===== config.mk =====
export PLATFORM = sky130hd
export DESIGN_NAME = sha256_host_link
export DESIGN_NICKNAME = d
export VERILOG_FILES = /design/src/rtl/sha256_host_link.sv
export SDC_FILE = /design/constraint.sdc
export NUM_CORES = 2
export LEC_CHECK = 0
export CORE_ASPECT_RATIO = 0.7
export CORE_MARGIN = 10
export CORE_UTILIZATION = 39
export DETAILED_ROUTE_END_ITERATION = 8
export PLACE_DENSITY = 0.74
export SYNTH_ARGS = -nofsm -noshare
export SYNTH_HDL_FRONTEND = slang
export SYNTH_SLANG_ARGS = --single-unit

===== constraint.sdc =====
create_clock -name clk -period 2.15 [get_ports clk]
set_input_delay 0.43 -clock clk [delete_from_list [all_inputs] [get_ports clk]]
set_output_delay 0.43 -clock clk [all_outputs]
set_load 0.01 [all_outputs]

===== src/rtl/sha256_host_link.sv =====
// Host-side driver for the sha256 core's narrow streaming port: takes a whole message,
// serialises it to the core, then collects and de-pads the returned digest.
module sha256_host_link #(
  parameter int unsigned MSG_LEN        = 640,
  parameter int unsigned WORD_W         = 10,
  parameter int unsigned DIGEST_W       = 256,
  parameter int unsigned TIMEOUT_CYCLES = 4096
) (
  input  logic                clk,
  input  logic                rst_n,
  input  logic                req_valid,
  output logic                req_ready,
  input  logic [MSG_LEN-1:0]  req_msg,
  output logic                resp_valid,
  input  logic                resp_ready,
  output logic [DIGEST_W-1:0] resp_digest,
  output logic                resp_error,
  output logic                busy,
  output logic                core_start,
  output logic                core_valid_in,
  output logic [WORD_W-1:0]   core_message_in,
  input  logic [WORD_W-1:0]   core_hash_out,
  input  logic                core_valid_out
);

  localparam int unsigned N_TX  = MSG_LEN / WORD_W;
  localparam int unsigned N_RX  = (DIGEST_W + WORD_W - 1) / WORD_W;
  localparam int unsigned RX_W  = N_RX * WORD_W;
  localparam int unsigned TX_CW = (N_TX > 1) ? $clog2(N_TX) : 1;
  localparam int unsigned RX_CW = (N_RX > 1) ? $clog2(N_RX) : 1;
  localparam int unsigned TMR_W = $clog2(TIMEOUT_CYCLES) + 1;

  localparam logic [TX_CW-1:0] TX_LAST  = TX_CW'(N_TX - 1);
  localparam logic [RX_CW-1:0] RX_LAST  = RX_CW'(N_RX - 1);
  localparam logic [TMR_W-1:0] TMR_LAST = TMR_W'(TIMEOUT_CYCLES - 1);

  typedef enum logic [2:0] {
    S_IDLE,
    S_START,
    S_SEND,
    S_WAIT,
    S_RECV,
    S_RESP
  } state_t;

  state_t             state;
  logic [MSG_LEN-1:0] msg_sr;
  logic [RX_W-1:0]    rx_sr;
  logic [TX_CW-1:0]   tx_cnt;
  logic [RX_CW-1:0]   rx_cnt;
  logic [TMR_W-1:0]   timer;

  logic [RX_W-1:0]    rx_next;
  logic [TMR_W-1:0]   timer_inc;
  logic               timer_expired;

  always_comb begin
    rx_next       = {rx_sr[RX_W-WORD_W-1:0], core_hash_out};
    timer_inc     = (timer == '1) ? timer : timer + 1'b1;
    timer_expired = (timer == TMR_LAST);
  end

  always_ff @(posedge clk or negedge rst_n) begin
    if (!rst_n) begin
      state           <= S_IDLE;
      msg_sr          <= '0;
      rx_sr           <= '0;
      tx_cnt          <= '0;
      rx_cnt          <= '0;
      timer           <= '0;
      req_ready       <= 1'b1;
      resp_valid      <= 1'b0;
      resp_digest     <= '0;
      resp_error      <= 1'b0;
      busy            <= 1'b0;
      core_start      <= 1'b0;
      core_valid_in   <= 1'b0;
      core_message_in <= '0;
    end else begin
      case (state)
        S_IDLE: begin
          if (req_valid) begin
            msg_sr     <= req_msg;
            rx_sr      <= '0;
            rx_cnt     <= '0;
            timer      <= '0;
            req_ready  <= 1'b0;
            busy       <= 1'b1;
            core_start <= 1'b1;
            state      <= S_START;
          end
        end

        // Message words are taken from the top of a left-shifting copy, so word n
        // is always the MSB-side slice n of the original message.
        S_START: begin
          core_start      <= 1'b0;
          core_valid_in   <= 1'b1;
          core_message_in <= msg_sr[MSG_LEN-1 -: WORD_W];
          msg_sr          <= msg_sr << WORD_W;
          tx_cnt          <= '0;
          state           <= S_SEND;
        end

        S_SEND: begin
          if (tx_cnt == TX_LAST) begin
            core_valid_in   <= 1'b0;
            core_message_in <= '0;
            timer           <= '0;
            state           <= S_WAIT;
          end else begin
            tx_cnt          <= tx_cnt + 1'b1;
            core_message_in <= msg_sr[MSG_LEN-1 -: WORD_W];
            msg_sr          <= msg_sr << WORD_W;
          end
        end

        S_WAIT: begin
          if (core_valid_out) begin
            rx_sr  <= rx_next;
            rx_cnt <= RX_CW'(1);
            timer  <= '0;
            state  <= S_RECV;
          end else if (timer_expired) begin
            resp_valid  <= 1'b1;
            resp_error  <= 1'b1;
            resp_digest <= '0;
            state       <= S_RESP;
          end else begin
            timer <= timer_inc;
          end
        end

        S_RECV: begin
          if (core_valid_out) begin
            rx_sr <= rx_next;
            timer <= '0;
            if (rx_cnt == RX_LAST) begin
              resp_valid  <= 1'b1;
              resp_error  <= 1'b0;
              resp_digest <= rx_next[RX_W-1 -: DIGEST_W];
              state       <= S_RESP;
            end else begin
              rx_cnt <= rx_cnt + 1'b1;
            end
          end else if (timer_expired) begin
            resp_valid  <= 1'b1;
            resp_error  <= 1'b1;
            resp_digest <= '0;
            state       <= S_RESP;
          end else begin
            timer <= timer_inc;
          end
        end

        S_RESP: begin
          if (resp_ready) begin
            resp_valid  <= 1'b0;
            resp_error  <= 1'b0;
            resp_digest <= '0;
            req_ready   <= 1'b1;
            busy        <= 1'b0;
            state       <= S_IDLE;
          end
        end

        default: begin
          state         <= S_IDLE;
          req_ready     <= 1'b1;
          busy          <= 1'b0;
          resp_valid    <= 1'b0;
          core_start    <= 1'b0;
          core_valid_in <= 1'b0;
        end
      endcase
    end
  end

endmodule


==> metrics.md <==
| Metric | Value |
|---|---|
| Kind of critical path | reg -> reg |
| Final Hold Fails | 0 |
| Die footprint | 143000 sq um |
| Async set-reset flop share out of synthesis | 1.00 |
| Maxcap violations | 0 |
| Total global-route track usage | 0.228 |
| Maximum VDD drop | 0.948 mV |
| Worst-Margin Slew | 546 ps |
| Final WS setup | -206 ps |
| Data required time at the worst endpoint | 2780 ps |
| Synth Warn # | 0 |
| Largest net degree at the start of global routing | 69 |
| Routed Antenna Nets | 0 |
| Yosys cell types | 56 |
| Site row count | 109 |
| Core ar. | 127000 sq um |
| Synth Net Count | 5343 |
| Vias per inst | 5.36 |
| Flops & latches, synth | 1189 |
| Reg2Reg Depth | 11 |
| TritonCTS Sinks | 1189 |
| Pleak | 35.5 nW |
| Final min period | 2360 ps |
| R2R setup slack | -210 ps |
| Post-synth EDFFs | 0 |
| Final net count | 6477 |
| Die W | 448 um |
| Starting Density | 0.394 |
| Tightest Hold Check Type | in -> async |
| FF-to-FF End | resp_digest[180] |
| Violated checks | negative setup slack |
| First DRT Iteration DRCs | 3706 |
| IO Port Bufs | 926 |
| Ys flop type | dfrtp_1 |
| First-pass GRT wire length | 255 mm |
| Critical path capture point type | flop |
| Post-route cell area | 69900 sq um |
| Share of the synthesized area in the top cell type | 0.595 |
| Total gr overflow | 0 |
| Final GP Congestion | 0.902 |
| Initial antenna violation count | 46 |
| WL/cell | 23.0 um |
| Clk buf depth | 3 |
| Slew HR | 0.636 |
| Pre-CTS setup slack | -476 ps |
| Die Ht | 320 um |
| DR vias | 40.8k |
| Drt first pass iters | 6 |
| Post-synth top area cell | dfrtp_1 |
| DRT Wirelength | 175 mm |
| Commonest cells post-synth | dfrtp_1, nand2_1, mux2i_1 |
| # setup viols final | 268 |
| Post-Synthesis Cells | 4684 |
| Synth Area per Inst | 10.7 sq um |
| Skew final | 101 ps |
| Layout cell share with drive strength beyond 1 | 0.120 |
| Synthesized cell area | 50000 sq um |
| Reg2Reg Launch Point | rx_cnt[1] |
| Num CTS Buffers | 113 |
| Crit path max fanout | 8 |
| Residual DRC count | 0 |
| TritonCTS clock tree | yes |
| RSZ-0062 raised after global routing | true |
| Area growth, synth to finish | 39.8% |
| Io pins | 927 |
| Root Buffer | clkbuf_16 |
| Final period utilization | 1.10 |
| Cell Area, Placed | 63700 sq um |
| Max Fclk | 425 MHz |
| Worst-skew pair later-pin latency | 750 ps |
| PwrDens | 1470 nW/um^2 |
| Area contributors post-synth | dfrtp_1, mux2i_1, nand2_1 |
| Status | complete, but fails checks |
| Startpoint Class | flop |
| Fraction of the yosys area taken by sequential cells | 0.595 |
| H-tree depth | 3 |
| Max Slew Vio Count | 0 |
| Cell with the most instances after synthesis | dfrtp_1 |
| Critical Path AT | 2990 ps |
| Clk slew on worst S/H paths | 60 ps |
| Final HPWL DP | 126 mm |
| Post-Route Setup TNS | -33230 ps |
| Number of global-route vias before repair | 40.4k |
==> state kept, by name, summed over array words and instances (netlist names) <==
name,cells
busy,1
core_message_in,10
core_start,1
core_valid_in,1
msg_sr,640
req_ready,1
resp_digest,256
resp_error,1
resp_valid,1
rx_cnt,5
rx_sr,250
state,3
timer,13
tx_cnt,6
==> cells by family (layout without fill, tap and decap cells) <==
kind of cell,after synthesis,count (layout),synth area share
mux,636,636,0.127
buf+inv,372,1598,0.0335
compound gates,968,968,0.119
flops,1189,1189,0.595
fa+ha+maj,4,4,0.00100
xor+xnor,8,8,0.00140
simple gates,1507,1507,0.123
other cells,0,33,0
==> critical path: stages, from the launching register on <==
cell and delay [ps]:
dfrtp_1 380, inv_1 60, ha_2 160, nand4b_1 210, or3_1 370, a21oi_1 150, buf_4 150, a21oi_4 70
buf_12 210, buf_12 150, clkbuf_16 160, a22o_1 170
==> layout make-up <==
class | count | area [sq um]
timing repair buffer | 1385 | 15000
fill | 10585 | 56900
clock buffer | 164 | 3300
sequential | 1189 | 29800
inverter | 6 | 22.5
multi-input combinational | 3123 | 19000
antenna | 33 | 82.6
clock inverter | 43 | 657
tap | 1665 | 2080
==> power by group <==
part           leakage [nW]  switching (mW)  internal (mW)
sequential             15.5            4.21           29.1
combinational          18.1            25.2           23.3
clock                  1.94            9.15           12.1
==> worst max-delay path by stage <==
stage,from,slack (ps),cells after the start,endpoint
finish,rx_cnt[1],-210,11,resp_digest[180]
global placement,core_valid_out,-420,8,resp_digest[178]
global route,rx_cnt[1],-250,11,resp_digest[208]
CTS,rx_cnt[1],-150,10,resp_digest[169]
floorplan,state[1],150,6,timer[0]
detailed placement,core_valid_out,-480,9,rx_sr[40]
==> what timing repair did <==
item	4_1_cts	5_1_grt
setup endpoints to repair	833	767
hold buffers	1	0
gates cloned	20	26
buffers inserted	15	37
pin swaps	2	22
gates resized for setup	259	133
endpoints found under the hold margin	325	0
==> per-layer routing <==
metal,track usage,up-vias,part of all wire
met4,0.0806,32,0.037
met1,0.297,20417,0.41
met5,0,-,0.0012
met2,0.374,1488,0.49
met3,0.0510,329,0.070
li1,-,18548,-
==> layout by cell type (no fill, tap or decap), drive strengths merged, types with 19 or more instances in the layout <==
cell type      instances
dlygate4sd2          223
o21ai                656
dlymetal6s2s          29
dfrtp               1188
mux2i                634
a22o                 266
a21oi                 19
nor2                  19
clkbuf               188
buf                  426
clkinv                26
diode                 33
clkdlybuf4s50        673
nand3                261
nand2               1174
==> metrics by stage <==
step	hold slack (ps)	utilization	power [mW]	instances
after floorplan	134	-	59.8	4684
after global placement	329	0.503	74.7	7269
after detailed placement	329	0.503	76.0	7269
after CTS	144	0.539	98.5	7512
after global routing	159	0.551	109	7601
final	152	0.551	103	7608
Power figures use the tool's default switching activity.
